===== config.mk =====
export PLATFORM = sky130hd
export DESIGN_NAME = seg7_capture_flat
export DESIGN_NICKNAME = d
export VERILOG_FILES = /design/src/rtl/seg7_capture_if.sv /design/src/rtl/seg7_capture.sv /design/src/flat_wrapper.sv
export SDC_FILE = /design/constraint.sdc
export NUM_CORES = 1
export LEC_CHECK = 0
export CORE_MARGIN = 2
export CORE_UTILIZATION = 56
export DETAILED_ROUTE_END_ITERATION = 8
export PLACE_DENSITY = 0.81
export SETUP_SLACK_MARGIN = 0.4
export SLEW_MARGIN = 20
export SYNTH_ARGS = -nofsm -noshare
export SYNTH_HDL_FRONTEND = slang
export SYNTH_SLANG_ARGS = --single-unit

===== constraint.sdc =====
create_clock -name clk -period 5 [get_ports clk]
set_clock_uncertainty 0.15 [all_clocks]
set_input_delay 1.5 -clock clk [delete_from_list [all_inputs] [get_ports clk]]
set_output_delay 1.5 -clock clk [all_outputs]
set_load 0.005 [all_outputs]

===== src/rtl/seg7_capture_if.sv =====
// Change-event channel of seg7_capture: valid/ready handshake carrying digit index, value and kind.
// With SEG7_CAPTURE_DP_EN defined the channel also carries the decimal point (evt_dp).
interface seg7_capture_if;
    logic       evt_valid;
    logic       evt_ready;
    logic [2:0] evt_digit;
    logic [3:0] evt_value;
    logic [1:0] evt_kind;
`ifdef SEG7_CAPTURE_DP_EN
    logic       evt_dp;

    modport master (output evt_valid, evt_digit, evt_value, evt_kind, evt_dp, input evt_ready);
    modport slave  (input evt_valid, evt_digit, evt_value, evt_kind, evt_dp, output evt_ready);
`else
    modport master (output evt_valid, evt_digit, evt_value, evt_kind, input evt_ready);
    modport slave  (input evt_valid, evt_digit, evt_value, evt_kind, output evt_ready);
`endif
endinterface


===== src/rtl/seg7_capture.sv =====
// Recovers hex digits from a multiplexed 7-segment bus, debounces each position and reports changes.
// Optional decimal-point capture is enabled with the macro SEG7_CAPTURE_DP_EN.
module seg7_capture #(
    parameter int NUM_DIGITS = 4,
    parameter int STABLE_CNT = 3
) (
    input  logic                    clk,
    input  logic                    rst_n,
    input  logic                    sample,
    input  logic [6:0]              seg,
    input  logic [NUM_DIGITS-1:0]   dig_sel,
`ifdef SEG7_CAPTURE_DP_EN
    input  logic                    seg_dp,
    output logic [NUM_DIGITS-1:0]   dps,
`endif
    output logic [4*NUM_DIGITS-1:0] digits,
    output logic [2*NUM_DIGITS-1:0] kinds,
    output logic [NUM_DIGITS-1:0]   dvalid,
    output logic                    sel_err,
    seg7_capture_if.master          evt
);

    localparam int CW = $clog2(STABLE_CNT + 1);
    localparam int IW = (NUM_DIGITS > 1) ? $clog2(NUM_DIGITS) : 1;
`ifdef SEG7_CAPTURE_DP_EN
    localparam int PW = 8;
`else
    localparam int PW = 7;
`endif

    typedef enum logic [1:0] {
        KIND_BLANK = 2'b00,
        KIND_HEX   = 2'b01,
        KIND_DASH  = 2'b10,
        KIND_INV   = 2'b11
    } kind_e;

    typedef enum logic {
        S_IDLE = 1'b0,
        S_SEND = 1'b1
    } state_e;

    // Returns {kind, value} for a g..a segment pattern.
    function automatic logic [5:0] decode(input logic [6:0] s);
        case (s)
            7'b0111111: return {KIND_HEX, 4'h0};
            7'b0000110: return {KIND_HEX, 4'h1};
            7'b1011011: return {KIND_HEX, 4'h2};
            7'b1001111: return {KIND_HEX, 4'h3};
            7'b1100110: return {KIND_HEX, 4'h4};
            7'b1101101: return {KIND_HEX, 4'h5};
            7'b1111101: return {KIND_HEX, 4'h6};
            7'b0000111: return {KIND_HEX, 4'h7};
            7'b1111111: return {KIND_HEX, 4'h8};
            7'b1101111: return {KIND_HEX, 4'h9};
            7'b1110111: return {KIND_HEX, 4'hA};
            7'b1111100: return {KIND_HEX, 4'hB};
            7'b0111001: return {KIND_HEX, 4'hC};
            7'b1011110: return {KIND_HEX, 4'hD};
            7'b1111001: return {KIND_HEX, 4'hE};
            7'b1110001: return {KIND_HEX, 4'hF};
            7'b1000000: return {KIND_DASH, 4'h0};
            7'b0000000: return {KIND_BLANK, 4'h0};
            default:    return {KIND_INV, 4'h0};
        endcase
    endfunction

    logic [PW-1:0]         pat;
    logic [PW-1:0]         cand   [NUM_DIGITS];
    logic [CW-1:0]         cnt    [NUM_DIGITS];
    logic [3:0]            val_q  [NUM_DIGITS];
    logic [1:0]            kind_q [NUM_DIGITS];
    logic [NUM_DIGITS-1:0] dp_q;
    logic [NUM_DIGITS-1:0] dvalid_q;
    logic [NUM_DIGITS-1:0] dirty;
    logic [NUM_DIGITS-1:0] dirty_next;
    logic                  sel_err_q;

    logic [IW-1:0]         sel_idx;
    logic                  hit;
    logic                  match;
    logic                  saturated;
    logic [CW-1:0]         cnt_next;
    logic                  commit;
    logic [5:0]            dec;
    logic                  changed;

    state_e                state_q;
    state_e                state_next;
    logic                  launch;
    logic [IW-1:0]         pick;

`ifdef SEG7_CAPTURE_DP_EN
    assign pat = {seg_dp, seg};
`else
    assign pat = seg;
`endif

    // NOTE: every variable in an always_comb gets a default first, so no path can infer a latch.
    always_comb begin
        sel_idx = '0;
        for (int i = 0; i < NUM_DIGITS; i++) begin
            if (dig_sel[i]) sel_idx = IW'(i);
        end
    end

    assign hit       = sample && $onehot(dig_sel);
    assign match     = (pat == cand[sel_idx]);
    assign saturated = (cnt[sel_idx] == CW'(STABLE_CNT));
    assign cnt_next  = !match ? CW'(1) : (saturated ? cnt[sel_idx] : cnt[sel_idx] + CW'(1));
    assign commit    = hit && (cnt_next == CW'(STABLE_CNT)) && !(match && saturated);
    assign dec       = decode(seg);

`ifdef SEG7_CAPTURE_DP_EN
    assign changed = !dvalid_q[sel_idx] || ({kind_q[sel_idx], val_q[sel_idx]} != dec)
                     || (dp_q[sel_idx] != seg_dp);
`else
    assign changed = !dvalid_q[sel_idx] || ({kind_q[sel_idx], val_q[sel_idx]} != dec);
`endif

    always_comb begin
        pick = '0;
        for (int j = NUM_DIGITS - 1; j >= 0; j--) begin
            if (dirty[j]) pick = IW'(j);
        end
    end

    // A change committed in the launch cycle must survive the launch clear.
    always_comb begin
        dirty_next = dirty;
        if (launch) dirty_next[pick] = 1'b0;
        if (commit && changed) dirty_next[sel_idx] = 1'b1;
    end

    // NOTE: the per-digit arrays are reset explicitly; the bench and consumers rely on a clean start.
    always_ff @(posedge clk) begin
        if (!rst_n) begin
            for (int i = 0; i < NUM_DIGITS; i++) begin
                cand[i]   <= '0;
                cnt[i]    <= '0;
                val_q[i]  <= '0;
                kind_q[i] <= '0;
            end
            dp_q      <= '0;
            dvalid_q  <= '0;
            dirty     <= '0;
            sel_err_q <= 1'b0;
        end else begin
            dirty <= dirty_next;
            if (sample && !$onehot(dig_sel)) sel_err_q <= 1'b1;
            if (hit) begin
                cand[sel_idx] <= pat;
                cnt[sel_idx]  <= cnt_next;
            end
            if (commit) begin
                val_q[sel_idx]    <= dec[3:0];
                kind_q[sel_idx]   <= dec[5:4];
                dp_q[sel_idx]     <= pat[PW-1] & (PW == 8);
                dvalid_q[sel_idx] <= 1'b1;
            end
        end
    end

    // Event arbiter: state register, next-state logic, output logic.
    always_ff @(posedge clk) begin
        if (!rst_n) state_q <= S_IDLE;
        else        state_q <= state_next;
    end

    always_comb begin
        state_next = state_q;
        case (state_q)
            S_IDLE:  if (|dirty) state_next = S_SEND;
            S_SEND:  if (evt.evt_ready) state_next = S_IDLE;
            default: state_next = S_IDLE;
        endcase
    end

    always_comb begin
        launch        = (state_q == S_IDLE) && (|dirty);
        evt.evt_valid = (state_q == S_SEND);
    end

    // Payload snapshots the committed registers before this edge's commit lands.
    always_ff @(posedge clk) begin
        if (!rst_n) begin
            evt.evt_digit <= '0;
            evt.evt_value <= '0;
            evt.evt_kind  <= '0;
`ifdef SEG7_CAPTURE_DP_EN
            evt.evt_dp    <= 1'b0;
`endif
        end else if (launch) begin
            evt.evt_digit <= 3'(pick);
            evt.evt_value <= val_q[pick];
            evt.evt_kind  <= kind_q[pick];
`ifdef SEG7_CAPTURE_DP_EN
            evt.evt_dp    <= dp_q[pick];
`endif
        end
    end

    always_comb begin
        digits = '0;
        kinds  = '0;
        for (int i = 0; i < NUM_DIGITS; i++) begin
            digits[4*i +: 4] = val_q[i];
            kinds[2*i +: 2]  = kind_q[i];
        end
    end

    assign dvalid  = dvalid_q;
    assign sel_err = sel_err_q;
`ifdef SEG7_CAPTURE_DP_EN
    assign dps     = dp_q;
`endif

endmodule

===== src/flat_wrapper.sv =====
// flat-port wrapper written by rule: the top's interface ports become plain ports
module seg7_capture_flat 
#(
    parameter int NUM_DIGITS = 4,
    parameter int STABLE_CNT = 3
)
  (clk, rst_n, sample, seg, dig_sel, digits, kinds, dvalid, sel_err, evt_evt_valid, evt_evt_digit, evt_evt_value, evt_evt_kind, evt_evt_ready);
  seg7_capture_if evt_i ();
  input  logic clk;
  input  logic rst_n;
  input  logic sample;
  input  logic [6:0] seg;
  input  logic [NUM_DIGITS-1:0] dig_sel;
  output logic [4*NUM_DIGITS-1:0] digits;
  output logic [2*NUM_DIGITS-1:0] kinds;
  output logic [NUM_DIGITS-1:0] dvalid;
  output logic sel_err;
  output wire logic [$bits(evt_i.evt_valid)-1:0] evt_evt_valid;
  output wire logic [$bits(evt_i.evt_digit)-1:0] evt_evt_digit;
  output wire logic [$bits(evt_i.evt_value)-1:0] evt_evt_value;
  output wire logic [$bits(evt_i.evt_kind)-1:0] evt_evt_kind;
  input wire logic [$bits(evt_i.evt_ready)-1:0] evt_evt_ready;
  assign evt_evt_valid = evt_i.evt_valid;
  assign evt_evt_digit = evt_i.evt_digit;
  assign evt_evt_value = evt_i.evt_value;
  assign evt_evt_kind = evt_i.evt_kind;
  assign evt_i.evt_ready = evt_evt_ready;
  seg7_capture #(.NUM_DIGITS(NUM_DIGITS), .STABLE_CNT(STABLE_CNT)) u_core (.clk(clk), .rst_n(rst_n), .sample(sample), .seg(seg), .dig_sel(dig_sel), .digits(digits), .kinds(kinds), .dvalid(dvalid), .sel_err(sel_err), .evt(evt_i));
endmodule

=== After elaboration in Yosys (flattened, before gate mapping) ===
Memories as Yosys holds them, arrays and structs flattened. A register that Yosys moved wholly into a read port is not among the register bits.
Cells that the tools add are included.

* Bitwise logic cells: 5
* Equality and inequality tests: 22
* Muxes and demuxes: 40
* Reductions and logical operators: 21
* Add/sub/neg operators: 4
* Order comparisons: 4

{| class="wikitable"
|+ Operators with widths
! cell !! count
|-
| case mux 6 bit (18 select lines) || 1
|-
| == test 7 bit, second input constant || 13
|-
| two-way mux 2 bit || 14
|-
| two-way mux 1 bit || 17
|-
| == test 7 x 3 -> 1 bit, second input constant || 2
|-
| == test 7 x 6 -> 1 bit, second input constant || 2
|-
| two-way mux 4 bit || 3
|-
| logical AND 1 bit || 9
|-
| OR 4 bit || 2
|-
| OR reduction 4 bit || 2
|-
| == test 7 bit || 1
|-
| logical NOT 7 bit || 1
|-
| two-way mux 7 bit || 1
|-
| OR reduction 7 bit || 1
|-
| less-than comparator 2 x 3 -> 1 bit, second input constant || 2
|-
| inequality test 6 bit || 1
|-
| logical NOT 1 bit || 5
|-
| adder 1 x 1 -> 2 bit || 2
|-
| AND 4 bit || 1
|-
| demux 1 bit (select 2 bit) || 2
|-
| == test 2 bit, second input constant || 2
|-
| >= comparator 2 x 1 -> 1 bit, second input constant || 2
|-
| NOT 4 bit || 1
|-
| OR reduction 2 bit || 2
|-
| 7 further kinds || 7
|}

* Input bits: 15
* Memories: 4
* Flip-flop bits (word level): 12
* RAM bits: 60

{| class="wikitable"
|+ Memory list
! memory !! depth !! bits a word !! rd ports !! clocked after Yosys merged registers in !! write ports !! RTL line !! RTL
|-
| u_core.cand || 4 || 7 || 1 || 0 || 4 || seg7_capture.sv:69 || <nowiki>logic [PW-1:0] cand [NUM_DIGITS];</nowiki>
|-
| u_core.val_q || 4 || 4 || 6 || 1 || 4 || seg7_capture.sv:71 || <nowiki>logic [3:0] val_q [NUM_DIGITS];</nowiki>
|-
| u_core.cnt || 4 || 2 || 1 || 0 || 4 || seg7_capture.sv:70 || <nowiki>logic [CW-1:0] cnt [NUM_DIGITS];</nowiki>
|-
| u_core.kind_q || 4 || 2 || 6 || 1 || 4 || seg7_capture.sv:72 || <nowiki>logic [1:0] kind_q [NUM_DIGITS];</nowiki>
|}

=== Logic depth before layout (Yosys ltp) ===
An unclocked memory read counts as a cell.

* Depth after elaboration: 15
* Gate-level depth with buffers: 12
* Gate-level depth less buffers: 11

=== Worst setup path before layout ===
No wires, ideal clock.

* Kind: in2reg
* Start: input dig_sel[3]
* End: memory u_core.kind_q[0][0] (enable)
* Cell stages on the path: 12
* Setup time: 0.319 ns
* Data required time: 4.531 ns
* Path slack: 0.411 ns
* Data arrival time: 4.119 ns
* Buffers on the path: 1
* Cells stage by stage: buf_2 inv_2 ha_1 inv_1 fa_1 inv_1 ha_1 nor3_1 nand3_1 nor3_1 nand4_2 nand2_1

{| class="wikitable"
|+ RTL lines
! element !! RTL line !! RTL
|-
| from (decl) || flat_wrapper.sv:13 || <nowiki>input logic [NUM_DIGITS-1:0] dig_sel;</nowiki>
|-
| to (decl) || seg7_capture.sv:72 ||
|}

==> flow_metrics.env <==
export IMPL_cts_buffers_inserted=9
export IMPL_antenna_found_initial=0
export IMPL_wl_per_cell_um=18.7
export IMPL_yosysSeqAreaShare_pct=51.7
export IMPL_grt_max_degree=29
export IMPL_fillerInstances=543
export IMPL_cap_violations=0
export IMPL_via_count=3163
export IMPL_cts_htree_levels=3
export IMPL_rsz0062_at_grt="yes"
export IMPL_placed_area_sq_um=4830
export IMPL_synth_main_ff_cell="edfxtp_1"
export IMPL_root_buffer="clkbuf_8"
export IMPL_drc=0
export IMPL_die_w_um=90.4
export IMPL_cts_resized_gates=0
export IMPL_pwr_share_clk_pct=36.8
export IMPL_drive_gt1_share_pct=15.8
export IMPL_synth_warnings=0
export IMPL_netlist_cell_type_count=63
export IMPL_cts_tree="done"
export IMPL_netSwitchingFraction_pct=24.2
export IMPL_overflow=0
export IMPL_final_common_cell="edfxtp_1"
export IMPL_grt_pass1_wl_mm=16.4
export IMPL_design_area_sq_um=5080
export IMPL_place_congestion=0.895
export IMPL_ant_nets=0
export IMPL_setup_tns_ns=0
export IMPL_post_cts_buffers=0
export IMPL_crit_slowest_cell="a2111oi_1"
export IMPL_synth_seq_cells=78
export IMPL_synth_nets=393
export IMPL_die_area_sq_um=8170
export IMPL_hold_path_class="reg -> reg"
export IMPL_layout_common_cells="60 x edfxtp_1, 56 x nor2_1, 52 x clkdlybuf4s50_1"
export IMPL_initial_core_util_pct=57.6
export IMPL_finalSetupViolCount=0
export IMPL_worst_slew_pin_slew_ns=0.996
export IMPL_vias_per_cell=5.90
export IMPL_power_frac_seq_pct=50.8
export IMPL_coreArea_sq_um=7250
export IMPL_syn_inst=374
export IMPL_port_buffers=52
export IMPL_clkTransAtPathRegs_ns=0.08
export IMPL_fin_crit_ns=4.48
export IMPL_cp_end_kind="register"
export IMPL_p_int_mw=1.10
export IMPL_nNetsFinal=451
export IMPL_worstPathRequired_ns=4.88
export IMPL_hpwlAfterDp_mm=7.34
export IMPL_fin_cells=536
export IMPL_insertion_delay_ns=0.35
export IMPL_io_pins=54
export IMPL_grt_pass1_vias=3168
export IMPL_antenna_cells=0
export IMPL_syn_to_final_growth_pct=21.6
export IMPL_max_stage_delay_ns=0.59
export IMPL_finalHoldWorstSlack_ns=0.323
export IMPL_cp_cell_sequence="clkdlybuf4s50_1, inv_1, ha_2, buf_4, a2111oi_1, nor3_1, nand4b_1, nor4_4, buf_4, nand3_1, nand2_1"
export IMPL_cp_arrival_ns=4.35
export IMPL_syn_area_sq_um=4180
export IMPL_vdd_drop_max_uv=288
export IMPL_dp_cells=520
export IMPL_clock_path_buffers=2
export IMPL_switchingPower_mw=0.351
export IMPL_status="finished, final reports clean"
export IMPL_cp_common_cell="buf_4"
export IMPL_routed_wl_mm=10.0
export IMPL_critPathLaunchType="input pin"
export IMPL_rows=31
export IMPL_power_mw=1.45
export IMPL_hold_violations=0
export IMPL_p_leak_nw=1.84
export IMPL_async_reset_ff_share_pct=0
export IMPL_crit_type="in -> reg"
export IMPL_slew_viol_final=0
export IMPL_cts_hold_buffers=0
export IMPL_fmax_ghz=0.223
export IMPL_synth_edf_count=60
export IMPL_grt_use_total_pct=25.9
export IMPL_die_h_um=90.4
export IMPL_power_density_nw_per_um2=286
export IMPL_cts_sinks=78
export IMPL_period_share_pct=89.5
export IMPL_syn_area_per_cell_sq_um=11.2
export IMPL_path_max_fanout=12
export IMPL_combPwrFrac_pct=12.3
export IMPL_relSlewSlack_pct=33.6
export IMPL_drt_initial_drc_count=267
export IMPL_firstDrtPassIters=4
## Yosys cell counts, types with 2 or more instances
library cell   n  area (sq um)
nor2b_1       24           150
nand2_1       25          93.8
edfxtp_1      60          1800
a21oi_1        5          25.0
nand4b_1       2          17.5
mux2i_1        7          70.1
buf_6          3          33.8
a211oi_1       2          15.0
clkbuf_1      11          41.3
nor2_1        56           210
buf_2          5          25.0
o21ai_1        3          15.0
o22ai_1        2          12.5
and3_1         2          12.5
or2_2          3          18.8
and2_1         4          25.0
nand4_1        3          18.8
o211ai_1       4          30.0
nor3_1        12          60.1
inv_2          2          7.51
mux4_2        16           360
xnor2_1        3          26.3
nand4_2        2          25.0
xor2_1         3          26.3
nand2_2        2          12.5
dfxtp_1       18           360
o21a_1         3          22.5
or3_1          6          37.5
a2111oi_0      4          35.0
nand3_1        6          30.0
nor4_1         4          25.0
o21ai_0       10          50.1
nand3b_1       4          30.0
inv_1         21          78.8
a221oi_1       6          52.6
ha_1           3          37.5
a2111oi_1      2          20.0
## worst max-delay path: cells and delay by family
family	cells	cell delay [ns]
buf+inv	4	1.09
fa+ha+maj	1	0.27
compound gates	1	0.59
simple gates	5	0.91
## stage by stage
stage / utilization [%] / setup WS, ns
6_report: 70.0 / 0.525
3_5_place_dp: 66.6 / 0.137
2_1_floorplan: - / 0.411
3_3_place_gp: 66.6 / 0.237
4_1_cts: 69.8 / 0.469
5_1_grt: 70.0 / 0.345
## worst paths after layout
kind	startpoint	end	slack (ns)	depth (start not counted)
worst max-delay path	dig_sel[2]	u_core.val_q[3][1]	0.52	11
worst min-delay path	u_core.sel_err	u_core.sel_err	0.32	1
worst max register to register	u_core.cand[2][1]	u_core.val_q[3][1]	2.29	8
worst min register to register	u_core.sel_err	u_core.sel_err	0.32	1
## power groups by stage
stage	Sequential, mW	Clock, mW	Combinational (mW)
final	0.737	0.535	0.179
after global routing	0.740	0.567	0.195
after CTS	0.737	0.541	0.174
after detailed placement	0.752	0	0.173
after global placement	0.750	0	0.169
after floorplan	0.747	0	0.113
## layer usage
metal / part of all wire, % / track usage (%)
met1: 40 / 31.7
met2: 53 / 45.7
met3: 5.3 / 4.84
met4: 1.6 / 9.87
met5: 0 / 0
## kinds of logic (layout without fill, tap and decap cells)
kind of cell / count (synthesis) / after routing / synth area share (%)
compound gates: 55 / 55 / 9.97
xor+xnor: 6 / 6 / 1.26
fa+ha+maj: 4 / 4 / 1.38
buf+inv: 43 / 106 / 4.64
flops: 78 / 78 / 51.7
mux: 23 / 23 / 10.3
other cells: 1 / 1 / 0.0897
simple gates: 164 / 164 / 20.6
## sequential cells by signal (all words and copies together) (netlist names), 4 cells and up
name and flops:
u_core.dirty 4, u_core.dvalid 4, u_core.val_q 16, u_core.cnt 8, u_core.kind_q 8, u_core.cand 28
u_core.evt.evt_value 4
## final cells by class
cell class / count / area, sq um / share of cell area, %
well taps: 99 / 124 / 2.44
inverters: 23 / 86.3 / 1.70
multi-input cells: 253 / 1840 / 36.2
flip-flops and latches: 78 / 2160 / 42.6
clock buffers: 12 / 178 / 3.50
clock inverters: 4 / 56.3 / 1.11
repair buffers: 67 / 633 / 12.5
Note: power is estimated with default switching activity, not from simulation.
